===== src/rtl/dsp_pkg.sv =====
// Shared DSP post-adder definitions: operand widths, opmode field layout and mux encodings.
package dsp_pkg;

    localparam int P_W     = 48;
    localparam int M_W     = 36;
    localparam int OPM_W   = 5;
    localparam int X_LSB   = 0;
    localparam int Z_LSB   = 2;
    localparam int SUB_BIT = 4;

    typedef enum logic [1:0] {
        X_ZERO = 2'd0,
        X_M    = 2'd1,
        X_P    = 2'd2,
        X_DAB  = 2'd3
    } x_sel_e;

    typedef enum logic [1:0] {
        Z_ZERO = 2'd0,
        Z_PCIN = 2'd1,
        Z_P    = 2'd2,
        Z_C    = 2'd3
    } z_sel_e;

endpackage


===== src/rtl/post_adder_core.sv =====
// Combinational X/Z operand muxing and 49-bit add/subtract of the post-adder.
// POST_ADDER_OVF_EN adds the signed-overflow detect output.
module post_adder_core
    import dsp_pkg::*;
(
    input  logic [M_W-1:0]   m_in,
    input  logic [P_W-1:0]   dab_in,
    input  logic [P_W-1:0]   c_in,
    input  logic [P_W-1:0]   pcin,
    input  logic [P_W-1:0]   p_fb,
    input  logic             cin,
    input  logic [OPM_W-1:0] opmode,
    output logic [P_W:0]     res
`ifdef POST_ADDER_OVF_EN
    ,
    output logic             ovf_det
`endif
);

    x_sel_e         x_sel;
    z_sel_e         z_sel;
    logic           sub;
    logic [P_W-1:0] x_val;
    logic [P_W-1:0] z_val;

    always_comb begin
        x_sel = x_sel_e'(opmode[X_LSB +: 2]);
        z_sel = z_sel_e'(opmode[Z_LSB +: 2]);
        sub   = opmode[SUB_BIT];
        x_val = '0;
        z_val = '0;
        case (x_sel)
            X_M:     x_val = {{(P_W-M_W){m_in[M_W-1]}}, m_in};
            X_P:     x_val = p_fb;
            X_DAB:   x_val = dab_in;
            default: x_val = '0;
        endcase
        case (z_sel)
            Z_PCIN:  z_val = pcin;
            Z_P:     z_val = p_fb;
            Z_C:     z_val = c_in;
            default: z_val = '0;
        endcase
        if (sub)
            res = {1'b0, z_val} - ({1'b0, x_val} + {{P_W{1'b0}}, cin});
        else
            res = {1'b0, z_val} + {1'b0, x_val} + {{P_W{1'b0}}, cin};
    end

`ifdef POST_ADDER_OVF_EN
    // Exact signed result in 50 bits; overflow when it does not fit 48 signed bits.
    logic [P_W+1:0] ext;
    always_comb begin
        if (sub)
            ext = {{2{z_val[P_W-1]}}, z_val} - ({{2{x_val[P_W-1]}}, x_val} + {{(P_W+1){1'b0}}, cin});
        else
            ext = {{2{z_val[P_W-1]}}, z_val} + {{2{x_val[P_W-1]}}, x_val} + {{(P_W+1){1'b0}}, cin};
        ovf_det = !((ext[P_W+1] == ext[P_W]) && (ext[P_W] == ext[P_W-1]));
    end
`endif

endmodule


===== src/rtl/post_adder_acc.sv =====
// DSP post-adder/accumulator with optional opmode, carry-in and output registers.
// Define POST_ADDER_OVF_EN to add the sticky signed-overflow flag (ovf, ovf_clr).
module post_adder_acc
    import dsp_pkg::*;
#(
    parameter int PREG       = 1,
    parameter int OPMODEREG  = 1,
    parameter int CARRYINREG = 1
) (
    input  logic             clk,
    input  logic             rst,
    input  logic [M_W-1:0]   m_in,
    input  logic [P_W-1:0]   dab_in,
    input  logic [P_W-1:0]   c_in,
    input  logic [P_W-1:0]   pcin,
    input  logic             carry_in,
    input  logic [OPM_W-1:0] opmode,
    input  logic             cep,
    input  logic             ceopmode,
    input  logic             cecarryin,
    output logic [P_W-1:0]   p,
    output logic [P_W-1:0]   pcout,
    output logic             carryout
`ifdef POST_ADDER_OVF_EN
    ,
    input  logic             ovf_clr,
    output logic             ovf
`endif
);

    logic [OPM_W-1:0] opmode_q, opmode_use;
    logic             cin_q, cin_use;
    logic [P_W-1:0]   p_q;
    logic             co_q;
    logic [P_W:0]     res;

    always_ff @(posedge clk or negedge rst) begin
        if (!rst) begin
            opmode_q <= '0;
            cin_q    <= 1'b0;
        end else begin
            if (ceopmode)  opmode_q <= opmode;
            if (cecarryin) cin_q    <= carry_in;
        end
    end

    assign opmode_use = (OPMODEREG != 0)  ? opmode_q : opmode;
    assign cin_use    = (CARRYINREG != 0) ? cin_q    : carry_in;

`ifdef POST_ADDER_OVF_EN
    logic ovf_det;
`endif

    // Feedback always comes from p_q so PREG=0 never forms a combinational loop.
    post_adder_core u_core (
        .m_in    (m_in),
        .dab_in  (dab_in),
        .c_in    (c_in),
        .pcin    (pcin),
        .p_fb    (p_q),
        .cin     (cin_use),
        .opmode  (opmode_use),
        .res     (res)
`ifdef POST_ADDER_OVF_EN
        ,
        .ovf_det (ovf_det)
`endif
    );

    always_ff @(posedge clk or negedge rst) begin
        if (!rst) begin
            p_q  <= '0;
            co_q <= 1'b0;
        end else if (cep) begin
            p_q  <= res[P_W-1:0];
            co_q <= res[P_W];
        end
    end

    assign p        = (PREG != 0) ? p_q  : res[P_W-1:0];
    assign carryout = (PREG != 0) ? co_q : res[P_W];
    assign pcout    = p;

`ifdef POST_ADDER_OVF_EN
    always_ff @(posedge clk or negedge rst) begin
        if (!rst)
            ovf <= 1'b0;
        else if (ovf_clr)
            ovf <= 1'b0;
        else if (cep && ovf_det)
            ovf <= 1'b1;
    end
`endif

endmodule

===== config.mk =====
export PLATFORM = sky130hd
export DESIGN_NAME = post_adder_acc
export DESIGN_NICKNAME = d
export VERILOG_FILES = /design/src/rtl/dsp_pkg.sv /design/src/rtl/post_adder_core.sv /design/src/rtl/post_adder_acc.sv
export SDC_FILE = /design/constraint.sdc
export NUM_CORES = 1
export LEC_CHECK = 0
export ABC_CLOCK_PERIOD_IN_PS = 4950
export CORE_UTILIZATION = 46
export CTS_CLUSTER_SIZE = 28
export DETAILED_ROUTE_END_ITERATION = 12
export PLACE_DENSITY = 0.82
export SYNTH_ARGS = -nofsm -noshare
export SYNTH_HDL_FRONTEND = slang
export SYNTH_SLANG_ARGS = --single-unit

===== constraint.sdc =====
create_clock -name clk -period 4.95 [get_ports clk]
set_input_delay 0.99 -clock clk [delete_from_list [all_inputs] [get_ports clk]]
set_output_delay 0.99 -clock clk [all_outputs]
set_load 0.02 [all_outputs]

==> results.json <==
{
  "status": "finished, final reports clean",
  "power.density_nw_per_um2": 600,
  "vias_per_cell": 5.84,
  "synthCells": 1467,
  "multi_input_area_um2": 8510,
  "place_inst": 2079,
  "post-cts-setup-buffers": 0,
  "finalPower_w": 0.00890,
  "path_delay_family": "compound AO/OA/AOI/OAI gates",
  "hpwlAfterDp_um": 30500,
  "syn_area_per_cell_um2": 7.49,
  "initial_utilization_pct": 46.8,
  "cp-start-kind": "input pin",
  "gr-total-overflow": 0,
  "met3_length_um": 2200,
  "wl_per_cell_um": 18.2,
  "seqCellArea_um2": 1380,
  "clock_latency_ns": 0.33,
  "maxSlewHeadroom_pct": 45.5,
  "post-route-util_pct": 63.2,
  "cts_resized": 0,
  "worstPathRequired_ns": 5.16,
  "cts_made_buffers": 5,
  "dr_total_vias": 12200,
  "dieArea_um2": 24500,
  "die_y_um": 157,
  "critPathMaxFanout": 4,
  "nets": 2101,
  "drtIter0Drc": 800,
  "finalWeightedCongestion": 0.977,
  "synth_nets": 1801,
  "drt-met1-wl_um": 16300,
  "core_area_um2": 23500,
  "hold_slack_ns": 0.596,
  "wirelength_um": 38100,
  "clk_path_buf_depth": 2,
  "final_hold_viol_count": 0,
  "cts_root_buffer": "clkbuf_16",
  "path_common_cell": "inv_1",
  "synth_cell_types": 77,
  "finalSetupViolations": 0,
  "grt_pass1_wl_um": 60400,
  "path_cells": "clkdlybuf4s50_1 -> mux2_2 -> a22oi_2 -> inv_1 -> fa_1 -> inv_1 -> buf_4 -> ha_1 -> and4b_1 -> a311o_1 -> a21oi_4 -> a21oi_2 -> a41oi_4 -> o22ai_2 -> a221o_1 -> a21o_1 -> o32a_1",
  "fill_cells": 2073,
  "drv_cap": 0,
  "end_kind": "register",
  "clock-sinks": 55,
  "numPortBuffers": 287,
  "synth-edff-count": 0,
  "pin_count": 288,
  "finalCritPeriodShare_pct": 95.9,
  "skew_ns": 0.0111,
  "wl_met2_um": 18600,
  "finalNonFillerCells": 2087,
  "top_layer_used": "met4",
  "drt_pre_antenna_iters": 8,
  "layout_commonest_cell": "clkdlybuf4s50_1",
  "drc": 0,
  "slowest_delay_ns": 0.43,
  "peakVddDrop_uv": 276,
  "fp-row-count": 56,
  "area_delta_synth_final_pct": 35.0,
  "crit_arrival_ns": 4.96,
  "period_needed_ns": 4.75,
  "ant_nets": 0,
  "first_global_vias": 12000,
  "final_cell_mix": "285 x clkdlybuf4s50_1, 139 x ha_1, 137 x a21oi_1",
  "drive_gt1_share_pct": 13.6,
  "timing.fmax_ghz": 0.211,
  "p_leak_nw": 6.76,
  "ys_warn_count": 0,
  "synth_seq_cells": 55,
  "min_path_type": "reg -> reg",
  "crit_type": "in -> reg",
  "async_flop_share_pct": 100,
  "placed_area_um2": 14600,
  "cts_hold_buf": 0,
  "cts_tree": "yes",
  "syn_area_um2": 11000,
  "worst_pin_slew_ns": 0.814,
  "slowest_stage": "clkdlybuf4s50_1",
  "ys_seq_area_share_pct": 12.5,
  "grt_max_degree": 65,
  "slew_violations": 0,
  "crit_buf_inv": 4,
  "track_usage_pct": 30.8,
  "synth_flop_cell": "dfrtp_1",
  "num_antenna_cells": 0,
  "die_w_um": 157,
  "cts.htree.levels": 2,
  "fin_area_um2": 14800,
  "cts.clk_slew.worst_paths_ns": 0.09,
  "antenna_found_initial": 0
}
==> layer usage <==
metal / up-vias / GRT usage (%)
met3: 74 / 3.32
met4: 0 / 8.78
met5: - / 0
met1: 5822 / 38.5
li1: 5814 / -
met2: 471 / 55.3
==> cell usage after synthesis (7+ instances only) <==
cell type	number	area, um^2
o211ai_1	14	105
ha_1	139	1740
nand2b_1	16	100
buf_4	48	360
o22ai_1	7	43.8
a21oi_1	139	696
a31oi_1	15	93.8
o221ai_1	7	61.3
nand2_1	133	499
nor2_1	102	383
clkbuf_1	60	225
dfrtp_1	55	1380
o21ai_1	13	65.1
buf_1	11	41.3
mux2_2	77	867
nand3_1	20	100
a21o_1	49	368
xnor2_1	45	394
nand4_1	16	100
nor2b_1	15	93.8
mux2i_1	9	90.1
o21a_1	7	52.6
a22o_1	93	815
a211oi_1	13	97.6
and2_1	7	43.8
nor3_1	15	75.1
o21ai_0	70	350
inv_1	129	484
and3_1	13	81.3
xor2_1	34	298
==> logic make-up (layout without fill, tap and decap cells) <==
group | count (synthesis) | after routing | share of synthesized area (%)
AOI/OAI and AO/OA | 490 | 490 | 30.4
xor gates and xnor gates | 79 | 79 | 6.30
adders and majority gates | 143 | 143 | 16.6
buffers and inverters | 252 | 553 | 10.4
DFF | 55 | 55 | 12.5
muxes | 88 | 88 | 8.96
and+or+nand+nor | 360 | 360 | 14.9
==> metrics by stage <==
step	TNS, ns	setup WS, ns
after detailed placement	-1.14	-0.234
after CTS	0	0.0972
after floorplan	0	0.233
after global routing	-0.00700	-0.00700
final	0	0.201
after global placement	-0.600	-0.139
==> report_power, final <==
| part | total, W | internal, W | switching [W] |
|---|---|---|---|
| registers | 0.000969 | 0.000655 | 0.000314 |
| clock network | 0.000417 | 0.000204 | 0.000213 |
| logic | 0.00751 | 0.00348 | 0.00404 |
| total | 0.00890 | 0.00433 | 0.00457 |
==> state kept, by name (all words and copies together) (netlist names) <==
register / count
p: 48
opmode_q: 5
carryout: 1
cin_q: 1
==> worst paths after layout <==
path                                               from           endpoint  slack (ns)  depth (start not counted)
worst max-delay path                            m_in[0]  p[45]$_DFFE_PN0P_        0.20                         17
worst min-delay path                  p[32]$_DFFE_PN0P_  p[32]$_DFFE_PN0P_        0.60                          1
worst max register to register  opmode_q[1]$_DFFE_PN0P_  p[47]$_DFFE_PN0P_        0.60                         16
worst min register to register        p[32]$_DFFE_PN0P_  p[32]$_DFFE_PN0P_        0.60                          1
max in group asynchronous                           rst  p[28]$_DFFE_PN0P_        3.25                          2
min in group asynchronous                           rst   p[2]$_DFFE_PN0P_        0.70                          1
==> cell type report <==
type / instances / share of cell area [%]
multi-input combinational: 1160 / 57.4
timing repair buffer: 416 / 26.3
sequential: 55 / 9.32
inverter: 129 / 3.27
tap: 319 / 2.69
clock buffer: 6 / 0.937
clock inverter: 2 / 0.110
(Power assumes the default switching activity.)
